**config.mk**
```make
export PLATFORM = sky130hd
export DESIGN_NAME = zmc2_dot_pipe_flat
export DESIGN_NICKNAME = d
export VERILOG_FILES = /design/src/rtl/zmc2_dot_pipe_if.sv /design/src/rtl/zmc2_dot_pipe.sv /design/src/flat_wrapper.sv
export SDC_FILE = /design/constraint.sdc
export NUM_CORES = 1
export LEC_CHECK = 0
export ABC_AREA = 1
export CAP_MARGIN = 40
export CORE_MARGIN = 1.5
export CORE_UTILIZATION = 42
export CTS_CLUSTER_DIAMETER = 120
export DETAILED_ROUTE_END_ITERATION = 10
export SYNTH_ARGS = -nofsm -noshare
export SYNTH_HDL_FRONTEND = slang
export SYNTH_SLANG_ARGS = --single-unit
```
**constraint.sdc**
```tcl
create_clock -name CLK_12M -period 2.2 [get_ports CLK_12M]
set_input_delay 0.44 -clock CLK_12M [delete_from_list [all_inputs] [get_ports CLK_12M]]
set_output_delay 0.44 -clock CLK_12M [all_outputs]
set_load 0.03 [all_outputs]
```
**src/rtl/zmc2_dot_pipe_if.sv**
```systemverilog
// Character-ROM word handshake into the dot pipe: one planar word plus its
// per-word H-flip and lane rotation, offered with a valid/ready pair.
interface zmc2_dot_pipe_if #(
    parameter int BPP    = 4,
    parameter int PIXELS = 8,
    parameter int LANES  = 2
);
    logic [BPP*PIXELS-1:0]    CR;
    logic                     CR_H;
    logic [$clog2(LANES)-1:0] CR_OFS;
    logic                     CR_VALID;
    logic                     CR_READY;

    modport master (output CR, CR_H, CR_OFS, CR_VALID, input CR_READY);
    modport slave  (input CR, CR_H, CR_OFS, CR_VALID, output CR_READY);
endinterface

```
**src/rtl/zmc2_dot_pipe.sv**
```systemverilog
// Planar C-ROM word serialiser: one word of look-ahead buffering, LANES pixels
// per enabled falling CLK_12M edge, per-word H-flip and lane rotation, sticky underflow.
module zmc2_dot_pipe #(
    parameter int BPP    = 4,
    parameter int PIXELS = 8,
    parameter int LANES  = 2
) (
    input  logic                  CLK_12M,
    input  logic                  nRESET,
    input  logic                  FLUSH,
    zmc2_dot_pipe_if.slave        cr,
    input  logic                  EN,
    output logic [LANES*BPP-1:0]  GD,
    output logic [LANES-1:0]      DOT,
    output logic                  PIX_VALID,
    output logic                  UNDERFLOW
);
    localparam int STEPS = PIXELS / LANES;
    localparam int OW    = $clog2(LANES);
    localparam int SW    = (STEPS > 1) ? $clog2(STEPS) : 1;
    localparam int IW    = $clog2(PIXELS);
    localparam int PW    = SW + OW;
    localparam int WW    = BPP * PIXELS;

    logic [WW-1:0] hold_word_q, hold_word_d;
    logic          hold_h_q, hold_h_d;
    logic [OW-1:0] hold_ofs_q, hold_ofs_d;
    logic          h_full_q, h_full_d;
    logic [WW-1:0] act_word_q, act_word_d;
    logic          act_h_q, act_h_d;
    logic [OW-1:0] act_ofs_q, act_ofs_d;
    logic          act_valid_q, act_valid_d;
    logic [SW-1:0] step_q, step_d;
    logic          started_q, started_d;
    logic          underflow_q, underflow_d;

    logic accept, last_step, refill;

    assign cr.CR_READY = ~h_full_q;
    assign accept      = cr.CR_VALID & ~h_full_q;
    assign last_step   = (step_q == SW'(STEPS - 1));
    assign refill      = ~act_valid_q | (EN & last_step);

    always_comb begin
        hold_word_d = hold_word_q;
        hold_h_d    = hold_h_q;
        hold_ofs_d  = hold_ofs_q;
        h_full_d    = h_full_q;
        act_word_d  = act_word_q;
        act_h_d     = act_h_q;
        act_ofs_d   = act_ofs_q;
        act_valid_d = act_valid_q;
        step_d      = step_q;
        started_d   = started_q;
        underflow_d = underflow_q;
        if (FLUSH) begin
            h_full_d    = 1'b0;
            act_valid_d = 1'b0;
            step_d      = '0;
            started_d   = 1'b0;
            underflow_d = 1'b0;
        end else begin
            if (refill) begin
                // Ready is ~h_full, so a full hold can never accept on the same edge.
                if (h_full_q) begin
                    act_word_d  = hold_word_q;
                    act_h_d     = hold_h_q;
                    act_ofs_d   = hold_ofs_q;
                    act_valid_d = 1'b1;
                    step_d      = '0;
                    h_full_d    = 1'b0;
                    started_d   = 1'b1;
                end else if (accept) begin
                    act_word_d  = cr.CR;
                    act_h_d     = cr.CR_H;
                    act_ofs_d   = cr.CR_OFS;
                    act_valid_d = 1'b1;
                    step_d      = '0;
                    started_d   = 1'b1;
                end else begin
                    act_valid_d = 1'b0;
                    step_d      = '0;
                end
            end else begin
                if (EN && act_valid_q)
                    step_d = step_q + 1'b1;
                if (accept) begin
                    hold_word_d = cr.CR;
                    hold_h_d    = cr.CR_H;
                    hold_ofs_d  = cr.CR_OFS;
                    h_full_d    = 1'b1;
                end
            end
            if (EN && started_q && !act_valid_d)
                underflow_d = 1'b1;
        end
    end

    always_ff @(negedge CLK_12M or negedge nRESET) begin
        if (!nRESET) begin
            hold_word_q <= '0;
            hold_h_q    <= 1'b0;
            hold_ofs_q  <= '0;
            h_full_q    <= 1'b0;
            act_word_q  <= '0;
            act_h_q     <= 1'b0;
            act_ofs_q   <= '0;
            act_valid_q <= 1'b0;
            step_q      <= '0;
            started_q   <= 1'b0;
            underflow_q <= 1'b0;
        end else begin
            hold_word_q <= hold_word_d;
            hold_h_q    <= hold_h_d;
            hold_ofs_q  <= hold_ofs_d;
            h_full_q    <= h_full_d;
            act_word_q  <= act_word_d;
            act_h_q     <= act_h_d;
            act_ofs_q   <= act_ofs_d;
            act_valid_q <= act_valid_d;
            step_q      <= step_d;
            started_q   <= started_d;
            underflow_q <= underflow_d;
        end
    end

    logic [BPP-1:0][PIXELS-1:0] planes;
    assign planes = act_word_q;

    // Pixel index is {step, rotated lane}; H-flip mirrors it across the word.
    for (genvar l = 0; l < LANES; l++) begin : g_lane
        logic [OW-1:0] j;
        logic [PW-1:0] k, p_full;
        logic [IW-1:0] p;
        assign j      = OW'(l) + act_ofs_q;
        assign k      = {step_q, j};
        assign p_full = act_h_q ? (PW'(PIXELS - 1) - k) : k;
        assign p      = IW'(p_full);
        for (genvar b = 0; b < BPP; b++) begin : g_bit
            assign GD[l*BPP+b] = act_valid_q & planes[b][p];
        end
        assign DOT[l] = |GD[l*BPP +: BPP];
    end

    assign PIX_VALID = act_valid_q;
    assign UNDERFLOW = underflow_q;
endmodule

```
**src/flat_wrapper.sv**
```systemverilog
// flat-port wrapper written by rule: the top's interface ports become plain ports
module zmc2_dot_pipe_flat 
#(
    parameter int BPP    = 4,
    parameter int PIXELS = 8,
    parameter int LANES  = 2
)
  (CLK_12M, nRESET, FLUSH, EN, GD, DOT, PIX_VALID, UNDERFLOW, cr_CR, cr_CR_H, cr_CR_OFS, cr_CR_VALID, cr_CR_READY);
  zmc2_dot_pipe_if #(.BPP(BPP), .PIXELS(PIXELS), .LANES(LANES)) cr_i ();
  input  logic CLK_12M;
  input  logic nRESET;
  input  logic FLUSH;
  input  logic EN;
  output logic [LANES*BPP-1:0] GD;
  output logic [LANES-1:0] DOT;
  output logic PIX_VALID;
  output logic UNDERFLOW;
  input wire logic [$bits(cr_i.CR)-1:0] cr_CR;
  input wire logic [$bits(cr_i.CR_H)-1:0] cr_CR_H;
  input wire logic [$bits(cr_i.CR_OFS)-1:0] cr_CR_OFS;
  input wire logic [$bits(cr_i.CR_VALID)-1:0] cr_CR_VALID;
  output wire logic [$bits(cr_i.CR_READY)-1:0] cr_CR_READY;
  assign cr_i.CR = cr_CR;
  assign cr_i.CR_H = cr_CR_H;
  assign cr_i.CR_OFS = cr_CR_OFS;
  assign cr_i.CR_VALID = cr_CR_VALID;
  assign cr_CR_READY = cr_i.CR_READY;
  zmc2_dot_pipe #(.BPP(BPP), .PIXELS(PIXELS), .LANES(LANES)) u_core (.CLK_12M(CLK_12M), .nRESET(nRESET), .FLUSH(FLUSH), .cr(cr_i), .EN(EN), .GD(GD), .DOT(DOT), .PIX_VALID(PIX_VALID), .UNDERFLOW(UNDERFLOW));
endmodule
```
==> out/results.txt, run 1 <==
Total gr overflow = 0
WP data required = 1.76 ns
CP max stage cell = dfrtn_1
Core area = 0.009196 sq mm
Post-Synth Adder-Cell Area = 0.003154
Pwr Total = 5337 uW
Rows = 35
Failing checks = setup timing
Max VDD drop = 0.4665 mV
Post-synthesis mux area share = 0.01987
Critical Path Start = u_core.act_h_q
Net Count, Synth = 550
Slowest cell delay on critical path = 0.54 ns
Yosys cell types = 27
Hold Vio Cnt, Final = 0
EDFF count, synth = 0
Clock Skew = 0.007620 ns
Htree depth = 3
Max transition margin = 0.5537
GRT Overall Usage = 0.2839
Commonest non-fill, non-tap cell in the layout = nand2_1
Worst-path cell chain = nand2_1, nand2_4, buf_4, nand2_1, nand3_1, nand3_1, nand3_2, nand2_1, inv_1, nand2_4, buf_4
Initial DRT Pass Iterations = 6
Die height = 100.2 um
Post-DP Area = 0.005056 sq mm
Share of cells above drive strength 1 = 0.3748
Layout area overhead = 61.59%
# fillers = 707
CP startpoint kind = flip-flop
Static Leak = 0.003024 uW
RR Startpoint = u_core.step_q[0]
Final std cells w/o fill = 762
Total die area = 0.01004 sq mm
Final net count = 687
Multi-input logic area = 0.002076 sq mm
Most used cell, CP = nand2_1
RR Endpoint = u_core.act_word_q[8]
Final Max Tran Viols = 0
Hold path start = u_core.hold_word_q[25]
Synth Instances = 510
Largest area contributor in the netlist = dfrtn_1
Post-synthesis simple-gate area fraction = 0.2387
Placed Cells = 708
First-pass GRT wire length = 21660 um
I/O Buffers = 51
Predominant post-synthesis flop cell = dfrtn_1
Most frequent cells in the layout = nand2_1, dfrtn_1, inv_1
Largest net degree at the start of global routing = 63
Maxcap violations = 0
R2R depth = 10
Vias in the first global route = 4173
Detailed Route Iter0 Violations = 303
Initial Utilization = 0.4314
Delay-heaviest family, CP = simple AND/OR/NAND/NOR gates
CP max FO = 6
Compound-Gate Fraction of Synth Area = 0.1369
Asr flop ratio synth = 1.000
Largest family of logic cells by synthesized area = simple AND/OR/NAND/NOR gates
Status = finished with violations
Clock transition at path regs = 0.06 ns
Number of diodes = 0
Dpl hpwl = 6757 um
Buffers plus inverters on the worst setup path = 3
DRT antenna net count = 0
Syn Area/Cell = 7.780 sq um
Antenna violations before repair = 0
Levels on crit path = 11
Worst slew pin tran = 0.6695 ns
R2R Setup Slk = 0.09 ns
Max clock buf depth = 2
Register area share after synthesis = 0.4667
CP endpoint kind = output pin
Final setup violation count = 82
CTS Sinks = 74
DR vias/cell = 5.434
Top-level port count = 52
Yosys reg bits = 74
Top cells by area, synth = dfrtn_1, nand2_1, nand3_1, inv_1, o21ai_0
WS Path Type = flip-flop to output pin
CTS Hold Bufs = 0
Placer congestion estimate = 0.8561
Post-Synth XOR/XNOR Area = 0.01451
Post-Synthesis Cell Area = 0.003968 sq mm
DRC Markers = 0
Hold Crit Class = flip-flop to flip-flop
Routed WL per cell = 17.77 um
Die W = 100.2 um
Routed via count = 4141
Drt total wl = 13540 um
Design Area, Final = 0.006411 sq mm
CTS tree = built
CP arrival = 3.13 ns
Clock buffer count from CTS = 9
Synth warn = 0
Unrepaired setup endpoints after global routing = yes
Final Util = 0.6971
Worst setup margin = -1.373 ns
Top cell type's share of synthesized area = 0.4667
Clock root buffer = clkbuf_8
Worst-Skew Late Latency = 0.34 ns
Power per Cell Area = 832.5 mW/mm^2
Reg area = 0.001852 sq mm
CP endpoint = DOT[0]
synth_stat cells (6+ instances only):
master      n
inv_1      76
a31oi_1     7
buf_4       6
nor2_1     12
o211ai_1   27
clkbuf_1    8
buf_2      15
o21ai_0    50
nand3_1    71
mux2_1      6
dfrtn_1    74
nand2_1   133
repair_timing:
item / CTS / global route
buffers inserted: 22 / 9
pin swaps: 7 / 6
endpoints found under the setup margin: 86 / 82
gates cloned: 20 / 1
resized for setup: 125 / 58
metal layers:
metal | share of wire | wire [um] | up-vias | GRT usage
met5 | 0 | 0 | - | 0
met4 | 0.045 | 603 | 0 | 0.1289
met3 | 0.059 | 794 | 55 | 0.05223
met2 | 0.49 | 6627 | 176 | 0.4704
met1 | 0.41 | 5516 | 1980 | 0.3624
li1 | - | - | 1930 | -
sequential cells by signal (all words and copies together) (netlist names):
register	cells
u_core.act_ofs_q	1
u_core.hold_word_q	32
u_core.h_full_q	1
u_core.UNDERFLOW	1
u_core.step_q	2
u_core.act_word_q	32
u_core.started_q	1
u_core.PIX_VALID	1
u_core.act_h_q	1
u_core.hold_h_q	1
u_core.hold_ofs_q	1
logic make-up after synthesis:
family                     count (synthesis)
and+or+nand+nor                          220
adders and majority gates                  1
buffers and inverters                    112
DFF                                       74
muxes                                      7
AOI/OAI and AO/OA                         92
xor gates and xnor gates                   4
where the power goes:
| part | total [uW] | internal [uW] | switching [uW] |
|---|---|---|---|
| Clock | 1170 | 631 | 536 |
| Combinational | 2390 | 1120 | 1260 |
| Sequential | 1780 | 1660 | 119 |
layout make-up:
class	count	share of cell area
repair buffers	156	0.2855
multi-input cells	325	0.3238
clock buffers	10	0.01991
clock inverters	5	0.01249
flip-flops and latches	74	0.2888
inverters	81	0.04781
well taps	111	0.02166
how the worst min path moves through the flow:
| stage | to | depth (start not counted) |
|---|---|---|
| final | u_core.hold_word_q[25] | 1 |
| after global routing | u_core.hold_word_q[27] | 1 |
| after CTS | u_core.hold_word_q[25] | 1 |
| after detailed placement | u_core.hold_word_q[25] | 1 |
| after global placement | u_core.hold_h_q | 1 |
| after floorplan | u_core.hold_h_q | 1 |
stage by stage:
stage / hold WS (ns) / setup TNS, ns / setup slack, ns
6_report: 0.4604 / -24.78 / -1.373
5_1_grt: 0.4801 / -28.23 / -1.444
4_1_cts: 0.4574 / -26.99 / -1.309
3_5_place_dp: 0.4530 / -73.22 / -1.008
3_3_place_gp: 0.4495 / -70.46 / -0.9817
2_1_floorplan: 0.4191 / -19.46 / -0.7290
Note: power is estimated with default switching activity, not from simulation.
==> inputs of run 2 (changes only) <==
- SKIP_CTS_REPAIR_TIMING: unset -> 1
- TNS_END_PERCENT: unset -> 100
==> run 2 against run 1 <==
The flow still finishes with violations (setup timing). Die area did not move. Sequential share of layout area up 1.1 points. Sequential power is essentially flat. Utilization decreased by 2.6 points. Critical endpoint is now GD[3]. Largest power group unchanged.
==> out/results.txt, run 2 (synthesized netlist as in run 1, its figures left out) <==
First-pass GRT wire length = 16710 um (-23%)
CP endpoint kind = output pin
Sw Pwr = 1833 uW (-4.5%)
Post-DP Area = 0.005056 sq mm (unchanged)
Antenna violations before repair = 0 (unchanged)
Clock buffer count from CTS = 9 (unchanged)
Hold slack final = 0.4563 ns (-0.004126 ns)
Clock Skew = 0.009656 ns (+0.002036 ns)
Worst setup margin = -1.354 ns (+0.01884 ns)
R2R depth = 9 (-1)
Biggest regs = u_core.act_word_q x32, u_core.hold_word_q x32, u_core.step_q x2
Failing checks = setup timing
Flop pwr share = 0.340 (+0.006)
Max VDD drop = 0.5292 mV (+13%)
CP endpoint = GD[3]
Static Leak = 0.002980 uW (-1.5%)
R2R Setup Slk = 0.04 ns (-0.05 ns)
Status = finished with violations
Initial DRT Pass Iterations = 5 (-1)
Rows = 35 (unchanged)
Largest net degree at the start of global routing = 63 (unchanged)
RR Startpoint = u_core.step_q[0]
Die W = 100.2 um (unchanged)
Int Pwr = 3351 uW (-1.9%)
Hold Crit Class = flip-flop to flip-flop
DR vias/cell = 5.203 (-4.3%)
Top-level port count = 52 (unchanged)
Final Max Tran Viols = 0 (unchanged)
CTS tree = built
Max transition margin = 0.5718 (+0.01811)
Final setup violation count = 80 (-2.4%)
Routed via count = 3923 (-5.3%)
CP arrival = 3.11 ns (-0.02 ns)
WP data required = 1.76 ns (about the same)
Share of cells above drive strength 1 = 0.3453 (-0.02955)
Commonest non-fill, non-tap cell in the layout = nand2_1
Clock root buffer = clkbuf_8
Final net count = 679 (-1.2%)
Placer congestion estimate = 0.8561 (unchanged)
I/O Buffers = 51 (unchanged)
Unrepaired setup endpoints after global routing = yes
DRC Markers = 0 (unchanged)
GRT Overall Usage = 0.2110 (-0.07291)
Dpl hpwl = 6757 um (unchanged)
Die height = 100.2 um (unchanged)
DRT antenna net count = 0 (unchanged)
Max clock buf depth = 2 (unchanged)
Initial Utilization = 0.4314 (unchanged)
Gate power share = 0.433 (-0.014)
Critical Path Start = u_core.act_h_q
Total die area = 0.01004 sq mm (unchanged)
Layout area overhead = 55.63%
Core area = 0.009196 sq mm (unchanged)
Worst slew pin tran = 0.6423 ns (-0.02717 ns)
CP startpoint kind = flip-flop
Power per Cell Area = 839.5 mW/mm^2 (+0.85%)
Clock Power Share = 0.227 (+0.008)
Hold path depth = 1 (unchanged)
WS Path Type = flip-flop to output pin
Htree depth = 3 (unchanged)
Hold Vio Cnt, Final = 0 (unchanged)
Most frequent cells in the layout = nand2_1, inv_1, dfrtn_1
Final Util = 0.6714 (-0.02571)
Routed WL per cell = 15.94 um (-10%)
CTS Sinks = 74 (unchanged)
RR Endpoint = u_core.act_word_q[26]
Vias in the first global route = 3495 (-16%)
Maxcap violations = 0 (unchanged)
Total gr overflow = 0 (unchanged)
Number of diodes = 0 (unchanged)
Design Area, Final = 0.006175 sq mm (-3.7%)
Drt total wl = 12020 um (-11%)
CP max FO = 6 (unchanged)
Hold path start = u_core.hold_word_q[25]
Worst-Skew Late Latency = 0.34 ns (about the same)
Pwr Total = 5184 uW (-2.9%)
Clock transition at path regs = 0.06 ns (about the same)
Detailed Route Iter0 Violations = 264 (-13%)
Sw frac = 0.3537 (-0.006107)
[run 2: cell types whose count changed in the layout (fill, tap and decap cells not counted), sizes merged]
| cell | change |
|---|---|
| clkbuf | +8 |
| dlymetal6s2s | +1 |
| bufbuf | -1 |
| buf | -16 |
[run 2: worst min path at each step]
| stage | to | slack (ns) |
|---|---|---|
| CTS | u_core.hold_h_q | 0.45 |
| detailed placement | u_core.hold_word_q[25] | 0.45 |
| finish | u_core.hold_word_q[25] | 0.46 |
| floorplan | u_core.hold_h_q | 0.42 |
| global placement | u_core.hold_h_q | 0.45 |
| global route | u_core.hold_word_q[27] | 0.48 |
[run 2: power by group through the flow]
stage	sequential, uW	combinational [uW]	clock [uW]
5_1_grt	1790	2450	1240
2_1_floorplan	1760	1140	0
3_5_place_dp	1780	1840	0
4_1_cts	1760	1860	1180
6_report	1760	2250	1170
3_3_place_gp	1780	1800	0
[run 2: through the flow]
stage / setup WS, ns / setup TNS, ns / instances
global route: -1.433 / -29.39 / 754
global placement: -0.9817 / -70.46 / 708
CTS: -1.380 / -52.04 / 723
floorplan: -0.7290 / -19.46 / 510
detailed placement: -1.008 / -73.22 / 708
finish: -1.354 / -25.83 / 754
[run 2: layout make-up]
class                      count  area, sq um
inverter                      81        306.5
fill                         760         3022
timing repair buffer         148         1642
clock inverter                 5        80.08
clock buffer                  10        127.6
tap                          111        138.9
sequential                    74         1852
multi-input combinational    325         2028
[run 2: critical path: stages, from the launching register on]
cell	delay, ns
dfrtn_1	0.52
buf_12	0.17
xor2_4	0.16
buf_4	0.17
nand3_1	0.09
nand3_1	0.09
nand3_2	0.12
buf_4	0.15
inv_1	0.05
buf_4	0.15
[run 2: metal layers]
layer	GRT usage	vias up	share of wire
li1	-	1903	-
met1	0.2957	1874	0.45
met2	0.3349	121	0.48
met3	0.03134	25	0.046
met4	0.07367	0	0.031
met5	0	-	0
==> inputs of run 3 (changes only) <==
- PLACE_DENSITY_LB_ADDON: unset -> 0.25
==> run 3 against run 2 <==
The run still ends with setup timing left. Utilization rose by 2.4 points. Design area rose by 3.6%. Cell count did not move. Critical path depth rose by 2. Combinational power rose by 11%. Clock power rose by 5%. Non-clock buffer count fell by 1. Wire length rose by 5.9%. Sequential power barely moved. Total power rose by 6.0%. Sequential share of layout area fell by 1.0 points. Global-route usage fell by 0.95 points.
==> out/results.txt, run 3 (synthesized netlist as in run 1, its figures left out) <==
Number of diodes = 0 (unchanged)
Dpl hpwl = 6611 um (-2.2%)
DRT antenna net count = 0 (unchanged)
RR Endpoint = u_core.act_word_q[8]
Final net count = 678 (-0.15%)
Initial Utilization = 0.4314 (unchanged)
Most frequent cells in the layout = nand2_1, dfrtn_1, inv_1
Commonest non-fill, non-tap cell in the layout = nand2_1
Worst Hold Path EP = u_core.hold_word_q[26]
Max VDD drop = 0.4079 mV (-23%)
Die W = 100.2 um (unchanged)
Htree depth = 3 (unchanged)
Rows = 35 (unchanged)
Total die area = 0.01004 sq mm (unchanged)
I/O Buffers = 51 (unchanged)
WS Path Type = flip-flop to output pin
Die height = 100.2 um (unchanged)
Multi-input logic area = 0.002218 sq mm (+9.4%)
Setup TNS Final = -23.61 ns (+2.228 ns)
# fillers = 666 (-12%)
CTS tree = built
Top-level port count = 52 (unchanged)
Hold path depth = 1 (unchanged)
CP max stage cell = dfrtn_1
Clock root buffer = clkbuf_8
Biggest regs = u_core.act_word_q x32, u_core.hold_word_q x32, u_core.step_q x2
Initial DRT Pass Iterations = 5 (unchanged)
Hold path start = u_core.hold_word_q[26]
Vias in the first global route = 3483 (-0.34%)
DR vias/cell = 5.462 (+5.0%)
Slowest cell delay on critical path = 0.53 ns (about the same)
Drt total wl = 12730 um (+5.9%)
DRC Markers = 0 (unchanged)
Hold slack final = 0.4591 ns (+0.002832 ns)
Max clock buf depth = 2 (unchanged)
Clock Skew = 0.008484 ns (-0.001171 ns)
Pre-CTS setup slack = -1.081 ns (-0.07283 ns)
Worst-Skew Late Latency = 0.34 ns (about the same)
Hold Crit Class = flip-flop to flip-flop
Hold Vio Cnt, Final = 0 (unchanged)
Clock transition at path regs = 0.06 ns (about the same)
Final Util = 0.6958 (+0.02435)
CTS Sinks = 74 (unchanged)
CP endpoint kind = output pin
Placer congestion estimate = 0.8814 (+3.0%)
Unrepaired setup endpoints after global routing = yes
R2R depth = 8 (-1)
Worst setup margin = -1.367 ns (-0.01340 ns)
Largest net degree at the start of global routing = 63 (unchanged)
Static Leak = 0.003031 uW (+1.7%)
Failing checks = setup timing
Routed WL per cell = 16.88 um (+5.9%)
CP max FO = 7 (+1)
WP data required = 1.76 ns (about the same)
CP arrival = 3.13 ns (+0.02 ns)
Most used cell, CP = nand2_1
Final setup violation count = 65 (-19%)
Reg area = 0.001852 sq mm (unchanged)
Antenna violations before repair = 0 (unchanged)
Clock buffer count from CTS = 9 (unchanged)
First-pass GRT wire length = 16040 um (-4.0%)
Total gr overflow = 0 (unchanged)
Maxcap violations = 0 (unchanged)
Detailed Route Iter0 Violations = 223 (-16%)
CP startpoint kind = flip-flop
Max transition margin = 0.5875 (+0.01571)
Power per Cell Area = 858.5 mW/mm^2 (+2.3%)
GRT Overall Usage = 0.2015 (-0.009526)
Final Max Tran Viols = 0 (unchanged)
Share of cells above drive strength 1 = 0.3872 (+0.04199)
Core area = 0.009196 sq mm (unchanged)
Worst-path cell chain = nand2_1, nand2_4, buf_4, nand2_1, nand3_1, nand3_2, nand3_2, nand2_1, inv_1, nand2_4, buf_6
RR Startpoint = u_core.h_full_q
Worst slew pin tran = 0.6188 ns (-0.02356 ns)
Status = finished with violations
R2R Setup Slk = 0.11 ns (+0.07 ns)
Routed via count = 4118 (+5.0%)
Layout area overhead = 61.27%
## run 3: through the flow
step                      power, uW  instances  instance area [sq um]
after global placement         3519        702                   5011
after global routing           5782        754                   6399
after CTS                      4784        718                   5240
after floorplan                2899        510                   4090
final                          5493        754                   6399
after detailed placement       3563        702                   5011
## run 3: cell type report
cell class,count,share of cell area
clock inverter,4,0.01154
sequential,74,0.2894
timing repair buffer,147,0.2577
inverter,81,0.04869
clock buffer,12,0.02425
multi-input combinational,325,0.3467
tap,111,0.02171
## run 3: report_power, final
part	switching [uW]	internal [uW]	total (uW)	leakage (uW)
Clock	523	702	1230	0.000117
Sequential	114	1660	1780	0.000901
Combinational	1350	1140	2490	0.00201
## run 3: worst max-delay path by stage
| stage | start | to | slack [ns] |
|---|---|---|---|
| global route | u_core.act_h_q | DOT[1] | -1.47 |
| global placement | u_core.act_h_q | GD[4] | -1.06 |
| CTS | u_core.act_h_q | GD[3] | -1.44 |
| finish | u_core.act_h_q | DOT[1] | -1.37 |
| floorplan | u_core.step_q[0] | DOT[0] | -0.73 |
| detailed placement | u_core.act_h_q | DOT[0] | -1.08 |
## run 3: critical path, delay by kind of cell (launching register included)
kind / cells / cell delay, ns
AND/OR/NAND/NOR: 8 / 0.78
flip-flops: 1 / 0.53
buffers and inverters: 3 / 0.38
## run 3: routing by layer
metal | global-route usage | share of wire | vias to the layer above
met5 | 0 | 0 | -
met4 | 0.06284 | 0.036 | 0
met3 | 0.04526 | 0.047 | 43
met2 | 0.3281 | 0.51 | 164
met1 | 0.2685 | 0.41 | 2004
li1 | - | - | 1907
